[config.mk]
export PLATFORM = sky130hd
export DESIGN_NAME = video_timing_gen
export DESIGN_NICKNAME = d
export VERILOG_FILES = /design/src/rtl/video_timing_gen_pkg.sv /design/src/rtl/video_timing_gen_axis_counter.sv /design/src/rtl/video_timing_gen.sv
export SDC_FILE = /design/constraint.sdc
export NUM_CORES = 1
export LEC_CHECK = 0
export CORE_MARGIN = 2
export CORE_UTILIZATION = 29
export DETAILED_ROUTE_END_ITERATION = 10
export SLEW_MARGIN = 20
export SYNTH_ARGS = -nofsm -noshare
export SYNTH_HDL_FRONTEND = slang
export SYNTH_SLANG_ARGS = --single-unit
[constraint.sdc]
create_clock -name clk -period 2.5 [get_ports clk]
set_input_delay 0.25 -clock clk [delete_from_list [all_inputs] [get_ports clk]]
set_output_delay 0.25 -clock clk [all_outputs]
set_load 0.01 [all_outputs]
[src/rtl/video_timing_gen_pkg.sv]
// Shared raster timing constants for the video timing generator.
// Holds the VGA 640x480@60 and XGA 1024x768@60 timings, the position width and
// a helper that turns a "sync window active" decode into a pin level.
package video_timing_pkg;

    localparam int POS_W  = 11;
    localparam int FCNT_W = 10;

    // VGA 640x480@60 (25.175 MHz pixel clock)
    localparam int   VGA_H_ACTIVE  = 640;
    localparam int   VGA_H_FP      = 16;
    localparam int   VGA_H_SYNC    = 96;
    localparam int   VGA_H_BP      = 48;
    localparam int   VGA_V_ACTIVE  = 480;
    localparam int   VGA_V_FP      = 10;
    localparam int   VGA_V_SYNC    = 2;
    localparam int   VGA_V_BP      = 33;
    localparam logic VGA_HSYNC_POL = 1'b0;
    localparam logic VGA_VSYNC_POL = 1'b0;

    // XGA 1024x768@60 (65 MHz pixel clock)
    localparam int   XGA_H_ACTIVE  = 1024;
    localparam int   XGA_H_FP      = 24;
    localparam int   XGA_H_SYNC    = 136;
    localparam int   XGA_H_BP      = 160;
    localparam int   XGA_V_ACTIVE  = 768;
    localparam int   XGA_V_FP      = 3;
    localparam int   XGA_V_SYNC    = 6;
    localparam int   XGA_V_BP      = 29;
    localparam logic XGA_HSYNC_POL = 1'b0;
    localparam logic XGA_VSYNC_POL = 1'b0;

    // Drive the polarity level while inside the sync window, its inverse outside.
    function automatic logic sync_level(input logic active, input logic pol);
        return active ? pol : ~pol;
    endfunction

endpackage

[src/rtl/video_timing_gen_axis_counter.sv]
// One raster axis: wrapping position counter with active-region and
// sync-window decodes. The decodes describe the counter's current value,
// which is the position the top level will present on the next enabled edge.
module timing_axis_counter
    import video_timing_pkg::*;
#(
    parameter int TOTAL      = 1344,
    parameter int ACTIVE     = 1024,
    parameter int SYNC_START = 1048,
    parameter int SYNC_END   = 1184
) (
    input  logic             clk,
    input  logic             rst_n,
    input  logic             inc,
    output logic [POS_W-1:0] cnt,
    output logic             wrap,
    output logic             active,
    output logic             sync_on
);

    localparam logic [POS_W-1:0] LAST_L  = POS_W'(TOTAL - 1);
    localparam logic [POS_W-1:0] ACT_L   = POS_W'(ACTIVE);
    localparam logic [POS_W-1:0] SSTA_L  = POS_W'(SYNC_START);
    localparam logic [POS_W-1:0] SEND_L  = POS_W'(SYNC_END);
    localparam logic [POS_W-1:0] ONE_L   = POS_W'(1);

    logic [POS_W-1:0] cnt_r;

    // Advance the position on each increment, wrapping after the last position.
    always_ff @(posedge clk or negedge rst_n) begin
        if (!rst_n) begin
            cnt_r <= '0;
        end else if (inc) begin
            if (cnt_r == LAST_L) begin
                cnt_r <= '0;
            end else begin
                cnt_r <= cnt_r + ONE_L;
            end
        end else begin
            cnt_r <= cnt_r;
        end
    end

    // Pure compare decodes of the current position; no arithmetic on the path.
    always_comb begin
        wrap    = (cnt_r == LAST_L);
        active  = (cnt_r < ACT_L);
        sync_on = (cnt_r >= SSTA_L) && (cnt_r < SEND_L);
    end

    assign cnt = cnt_r;

endmodule

[src/rtl/video_timing_gen.sv]
// Raster timing generator: registered hsync/vsync, video-active, pixel
// coordinates, line/frame start pulses and a free-running frame counter,
// all aligned to the same pixel and living entirely in the clk domain.
module video_timing_gen
    import video_timing_pkg::*;
#(
    parameter int   DISPLAY_MODE = 1,
    parameter int   H_ACTIVE  = (DISPLAY_MODE == 1) ? XGA_H_ACTIVE : VGA_H_ACTIVE,
    parameter int   H_FP      = (DISPLAY_MODE == 1) ? XGA_H_FP     : VGA_H_FP,
    parameter int   H_SYNC    = (DISPLAY_MODE == 1) ? XGA_H_SYNC   : VGA_H_SYNC,
    parameter int   H_BP      = (DISPLAY_MODE == 1) ? XGA_H_BP     : VGA_H_BP,
    parameter int   V_ACTIVE  = (DISPLAY_MODE == 1) ? XGA_V_ACTIVE : VGA_V_ACTIVE,
    parameter int   V_FP      = (DISPLAY_MODE == 1) ? XGA_V_FP     : VGA_V_FP,
    parameter int   V_SYNC    = (DISPLAY_MODE == 1) ? XGA_V_SYNC   : VGA_V_SYNC,
    parameter int   V_BP      = (DISPLAY_MODE == 1) ? XGA_V_BP     : VGA_V_BP,
    parameter logic HSYNC_POL = (DISPLAY_MODE == 1) ? XGA_HSYNC_POL : VGA_HSYNC_POL,
    parameter logic VSYNC_POL = (DISPLAY_MODE == 1) ? XGA_VSYNC_POL : VGA_VSYNC_POL
) (
    input  logic                clk,
    input  logic                rst_n,
    input  logic                en,
    output logic                hsync,
    output logic                vsync,
    output logic                video_active,
    output logic [POS_W-1:0]    pix_x,
    output logic [POS_W-1:0]    pix_y,
    output logic                line_start,
    output logic                frame_start,
    output logic [FCNT_W-1:0]   frame_cnt
);

    localparam int H_TOTAL = H_ACTIVE + H_FP + H_SYNC + H_BP;
    localparam int V_TOTAL = V_ACTIVE + V_FP + V_SYNC + V_BP;

    logic [POS_W-1:0]  h_cnt_s;
    logic [POS_W-1:0]  v_cnt_s;
    logic              h_wrap_s;
    logic              v_wrap_s;
    logic              h_act_s;
    logic              v_act_s;
    logic              h_sync_s;
    logic              v_sync_s;
    logic              v_inc_s;
    logic              h_first_s;
    logic              frame_first_s;
    logic              frame_wrap_s;

    logic              hsync_r;
    logic              vsync_r;
    logic              video_active_r;
    logic [POS_W-1:0]  pix_x_r;
    logic [POS_W-1:0]  pix_y_r;
    logic              line_start_r;
    logic              frame_start_r;
    logic [FCNT_W-1:0] frame_cnt_r;
    logic              wrap_pend_r;

    assign v_inc_s = en & h_wrap_s;

    timing_axis_counter #(
        .TOTAL      (H_TOTAL),
        .ACTIVE     (H_ACTIVE),
        .SYNC_START (H_ACTIVE + H_FP),
        .SYNC_END   (H_ACTIVE + H_FP + H_SYNC)
    ) u_h_axis (
        .clk     (clk),
        .rst_n   (rst_n),
        .inc     (en),
        .cnt     (h_cnt_s),
        .wrap    (h_wrap_s),
        .active  (h_act_s),
        .sync_on (h_sync_s)
    );

    timing_axis_counter #(
        .TOTAL      (V_TOTAL),
        .ACTIVE     (V_ACTIVE),
        .SYNC_START (V_ACTIVE + V_FP),
        .SYNC_END   (V_ACTIVE + V_FP + V_SYNC)
    ) u_v_axis (
        .clk     (clk),
        .rst_n   (rst_n),
        .inc     (v_inc_s),
        .cnt     (v_cnt_s),
        .wrap    (v_wrap_s),
        .active  (v_act_s),
        .sync_on (v_sync_s)
    );

    // Decodes of the position about to be presented.
    always_comb begin
        h_first_s     = (h_cnt_s == '0);
        frame_first_s = h_first_s && (v_cnt_s == '0);
        frame_wrap_s  = h_wrap_s && v_wrap_s;
    end

    // Output register stage: every output describes the same pixel; pulses drop while stalled.
    always_ff @(posedge clk or negedge rst_n) begin
        if (!rst_n) begin
            pix_x_r        <= '0;
            pix_y_r        <= '0;
            video_active_r <= 1'b0;
            hsync_r        <= sync_level(1'b0, HSYNC_POL);
            vsync_r        <= sync_level(1'b0, VSYNC_POL);
            line_start_r   <= 1'b0;
            frame_start_r  <= 1'b0;
        end else if (en) begin
            pix_x_r        <= h_cnt_s;
            pix_y_r        <= v_cnt_s;
            video_active_r <= h_act_s && v_act_s;
            hsync_r        <= sync_level(h_sync_s, HSYNC_POL);
            vsync_r        <= sync_level(v_sync_s, VSYNC_POL);
            line_start_r   <= h_first_s;
            frame_start_r  <= frame_first_s;
        end else begin
            pix_x_r        <= pix_x_r;
            pix_y_r        <= pix_y_r;
            video_active_r <= video_active_r;
            hsync_r        <= hsync_r;
            vsync_r        <= vsync_r;
            line_start_r   <= 1'b0;
            frame_start_r  <= 1'b0;
        end
    end

    // Frame counter: a completed frame arms the increment so the first frame after reset stays 0.
    always_ff @(posedge clk or negedge rst_n) begin
        if (!rst_n) begin
            frame_cnt_r <= '0;
            wrap_pend_r <= 1'b0;
        end else if (en) begin
            if (frame_first_s && wrap_pend_r) begin
                frame_cnt_r <= frame_cnt_r + 10'd1;
            end else begin
                frame_cnt_r <= frame_cnt_r;
            end
            if (frame_wrap_s) begin
                wrap_pend_r <= 1'b1;
            end else if (frame_first_s) begin
                wrap_pend_r <= 1'b0;
            end else begin
                wrap_pend_r <= wrap_pend_r;
            end
        end else begin
            frame_cnt_r <= frame_cnt_r;
            wrap_pend_r <= wrap_pend_r;
        end
    end

    assign hsync        = hsync_r;
    assign vsync        = vsync_r;
    assign video_active = video_active_r;
    assign pix_x        = pix_x_r;
    assign pix_y        = pix_y_r;
    assign line_start   = line_start_r;
    assign frame_start  = frame_start_r;
    assign frame_cnt    = frame_cnt_r;

endmodule

==> results.py <==
metrics = {
    "place": {
        "io_buffers": 39,
        "dp_hpwl_mm": 4.41,
        "finalWeightedCongestion": 0.801,
    },
    "run": {
        "cap_violations": 0,
    },
    "logic_synthesis": {
        "yosys.area.top_type": "dfrtp_1",
        "synth_cell_types": 43,
        "synth_fp_nets": 265,
        "avgSynthCellArea_um2": 11.3,
        "synthCells": 256,
        "ys_seq_area_share_pct": 52.0,
        "synth_compound_area_share_pct": 6.19,
        "synth_most_common_cell": "dfrtp_1",
        "synth_xor_area_share_pct": 5.75,
        "synth_area_leaders": "dfrtp_1 (50%), mux2_2 (9.3%), xor2_1 (3.6%)",
        "yosys.area_share.adder_pct": 2.60,
        "synthTopCellsByCount": "dfrtp_1 (58), mux2_2 (24), nand2_1 (15), nand4_1 (14), nand3_1 (13)",
        "synth_top_family_by_area": "simple AND/OR/NAND/NOR gates",
        "synthFlopType": "dfrtp_1",
        "synth_warnings": 0,
        "synthMuxAreaShare_pct": 10.4,
        "yosys.area_share.simple_pct": 19.2,
        "synth_area_mm2": 0.00289,
        "synth.top_cell.area_share_pct": 50.2,
        "async_flop_share_pct": 100,
        "ys_seq_elements": 60,
        "synth_edf_count": 0,
    },
    "die": {
        "start_util_pct": 29.7,
        "die_area_mm2": 0.0108,
        "die_w_um": 104,
        "die_height_um": 104,
        "core_mm2": 0.00973,
        "pin_count": 40,
        "core.rowCount": 36,
    },
    "timing": {
        "period_share_pct": 83.7,
        "setup_viol": 0,
        "grt_setup_unrepaired": "no",
        "finalCriticalPeriod_ns": 2.09,
        "relSlewSlack_pct": 61.0,
        "max_freq_mhz": 478,
        "skew_ns": 0.00521,
        "tns_ns": 0,
        "worst_pin_slew_ns": 0.585,
        "finalHoldViolations": 0,
        "final_max_slew_viol_count": 0,
        "worst_hold_slack_ns": 0.455,
    },
    "global_routing": {
        "grt_max_degree": 38,
        "grt_first_pass_wirelength_mm": 10.9,
        "grt_pass1_vias": 2120,
        "antenna_found_initial": 0,
        "grt_use_total_pct": 12.6,
        "grt_overflow_total": 0,
    },
    "power": {
        "powerDensity_mw_per_mm2": 666,
        "p_leak_nw": 1.58,
        "ir_worst_vdd_mv": 0.377,
    },
    "routing": {
        "drt_iter0_markers": 71,
        "via_per_inst": 4.82,
        "firstDrtPassIters": 4,
        "wl_per_cell_um": 14.5,
        "wirelength_mm": 6.27,
        "drc": 0,
        "drtAntennaViolNets": 0,
        "vias": 2091,
    },
    "setup_path": {
        "critical_path.top_delay_family": "simple AND/OR/NAND/NOR gates",
        "rrSetupSlack_ns": 0.41,
        "rr_worst_depth": 6,
        "critPathCaptureType": "flip-flop",
        "cpPeakStageDelay_ns": 0.48,
        "rr_endpoint": "frame_cnt[9]",
        "worstSetupStartpointType": "flip-flop",
        "cp.depth": 6,
        "startpoint": "u_v_axis.cnt[1]",
        "worst-path-max-fanout": 9,
        "critPathCapture": "frame_cnt[9]",
        "cp.buffers_inverters": 1,
        "criticalPathCategory": "reg2reg",
        "critical_path_required_ns": 2.76,
        "cp.arrival_ns": 2.35,
        "cp_slowest_cell": "dfrtp_1",
        "r2r-start": "u_v_axis.cnt[1]",
        "path_cells": "inv_1, ha_1, nor4b_2, nand4_1, nor4_1, xor2_1",
    },
    "clocking": {
        "cts_max_level": 3,
        "cts-root-buf": "clkbuf_8",
        "clk_pin_slew_ns": 0.07,
        "clk-insertion-delay-late_ns": 0.34,
        "numCtsBuffers": 9,
        "post_cts_buffers": 0,
        "clock_sinks": 60,
        "cts_tree": "done",
        "clock_path_buffers": 2,
    },
    "layout": {
        "final_core_util_pct": 37.4,
        "area_delta_synth_final_pct": 25.7,
        "diodes": 0,
        "drive_gt1_share_pct": 18.3,
        "layout.nets": 305,
        "nFillCells": 982,
    },
    "min_path": {
        "hp-class": "in2async",
    },
    "run_status": {
        "status": "finished, final reports clean",
    },
}
==> metrics by stage <==
stage / power, W / worst slack, ns / cell area (µm²) / cells
2_1_floorplan: 0.00139 / 0.732 / 2890 / 256
3_3_place_gp: 0.00156 / 0.356 / 3420 / 417
3_5_place_dp: 0.00157 / 0.305 / 3420 / 417
4_1_cts: 0.00246 / 0.411 / 3640 / 434
5_1_grt: 0.00256 / 0.183 / 3640 / 434
6_report: 0.00242 / 0.407 / 3640 / 434
==> kinds of logic after synthesis <==
family,after synthesis
buffers and inverters,26
muxes,27
xor gates and xnor gates,19
adders and majority gates,6
AOI/OAI and AO/OA,29
and+or+nand+nor,89
DFF,60
==> flip-flops by register name, summed over array words and instances (netlist names) <==
register and flops:
hsync 1, u_v_axis.cnt 11, video_active 1, vsync 1, wrap_pend_r 1, frame_start 1
line_start 1, u_h_axis.cnt 11, pix_x 11, frame_cnt 10, pix_y 11
==> routing by layer <==
metal | wire (µm) | up-vias | track usage [%]
met5 | 0 | - | 0
met4 | 99 | 0 | 5.12
met3 | 309 | 9 | 3.95
met2 | 2860 | 49 | 18.4
met1 | 3010 | 1022 | 17.2
li1 | - | 1011 | -
==> worst reg2reg max path, delay by kind of cell, from the launching register on <==
kind                     cells  cell delay, ns
flip-flops                   1            0.48
AND/OR/NAND/NOR              3            1.07
adder cells (fa/ha/maj)      1            0.16
XOR/XNOR                     1            0.18
buffers and inverters        1            0.14
==> power by group <==
| group | internal [W] | switching, W | leakage (nW) |
|---|---|---|---|
| registers | 0.00106 | 0.000143 | 0.773 |
| logic | 0.000188 | 0.000158 | 0.709 |
| clock network | 0.000511 | 0.000367 | 0.102 |
| total | 0.00175 | 0.000668 | 1.58 |
==> layout make-up <==
cell class	instances	area [µm²]	share of cell area (%)
repair buffers	46	453	12.5
multi-input cells	170	1280	35.1
flip-flops and latches	60	1500	41.4
clock inverters	4	47.5	1.31
well taps	133	166	4.58
clock buffers	12	155	4.27
inverters	9	33.8	0.929
==> worst min-delay path by stage <==
stage / end / slack [ns] / cells past startpoint
2_1_floorplan: frame_cnt[0] / -0.05 / 0
3_3_place_gp: pix_y[4] / 0.28 / 1
3_5_place_dp: pix_y[4] / 0.30 / 1
4_1_cts: u_v_axis.cnt[0] / 0.48 / 2
5_1_grt: vsync / 0.51 / 2
6_report: u_v_axis.cnt[4] / 0.46 / 2
==> timing repair <==
item,CTS,global route
hold endpoints to repair,21,0
hold buffers,1,0
gates resized for setup,0,0
==> layout by cell type (no fill, tap or decap), types with 2 or more instances in the layout <==
cell and instances:
and2_1 3, clkinv_2 2, a41oi_1 2, nor4_4 2
nor2_1 10, nor4b_1 2, nand4_1 14, inv_1 9
xor2_1 12, xnor2_1 7, nor4_1 5, mux2i_1 3
buf_4 5, a21oi_1 7, nor3_1 10, nor4bb_1 2
dfstp_2 2, and3_1 5, nand3_1 13, clkbuf_8 11
nand2_1 15, mux2_2 24, dfrtp_1 58, clkdlybuf4s50_1 38
o21ai_0 12, ha_1 6
No activity file was read; power rests on OpenSTA's default activity.
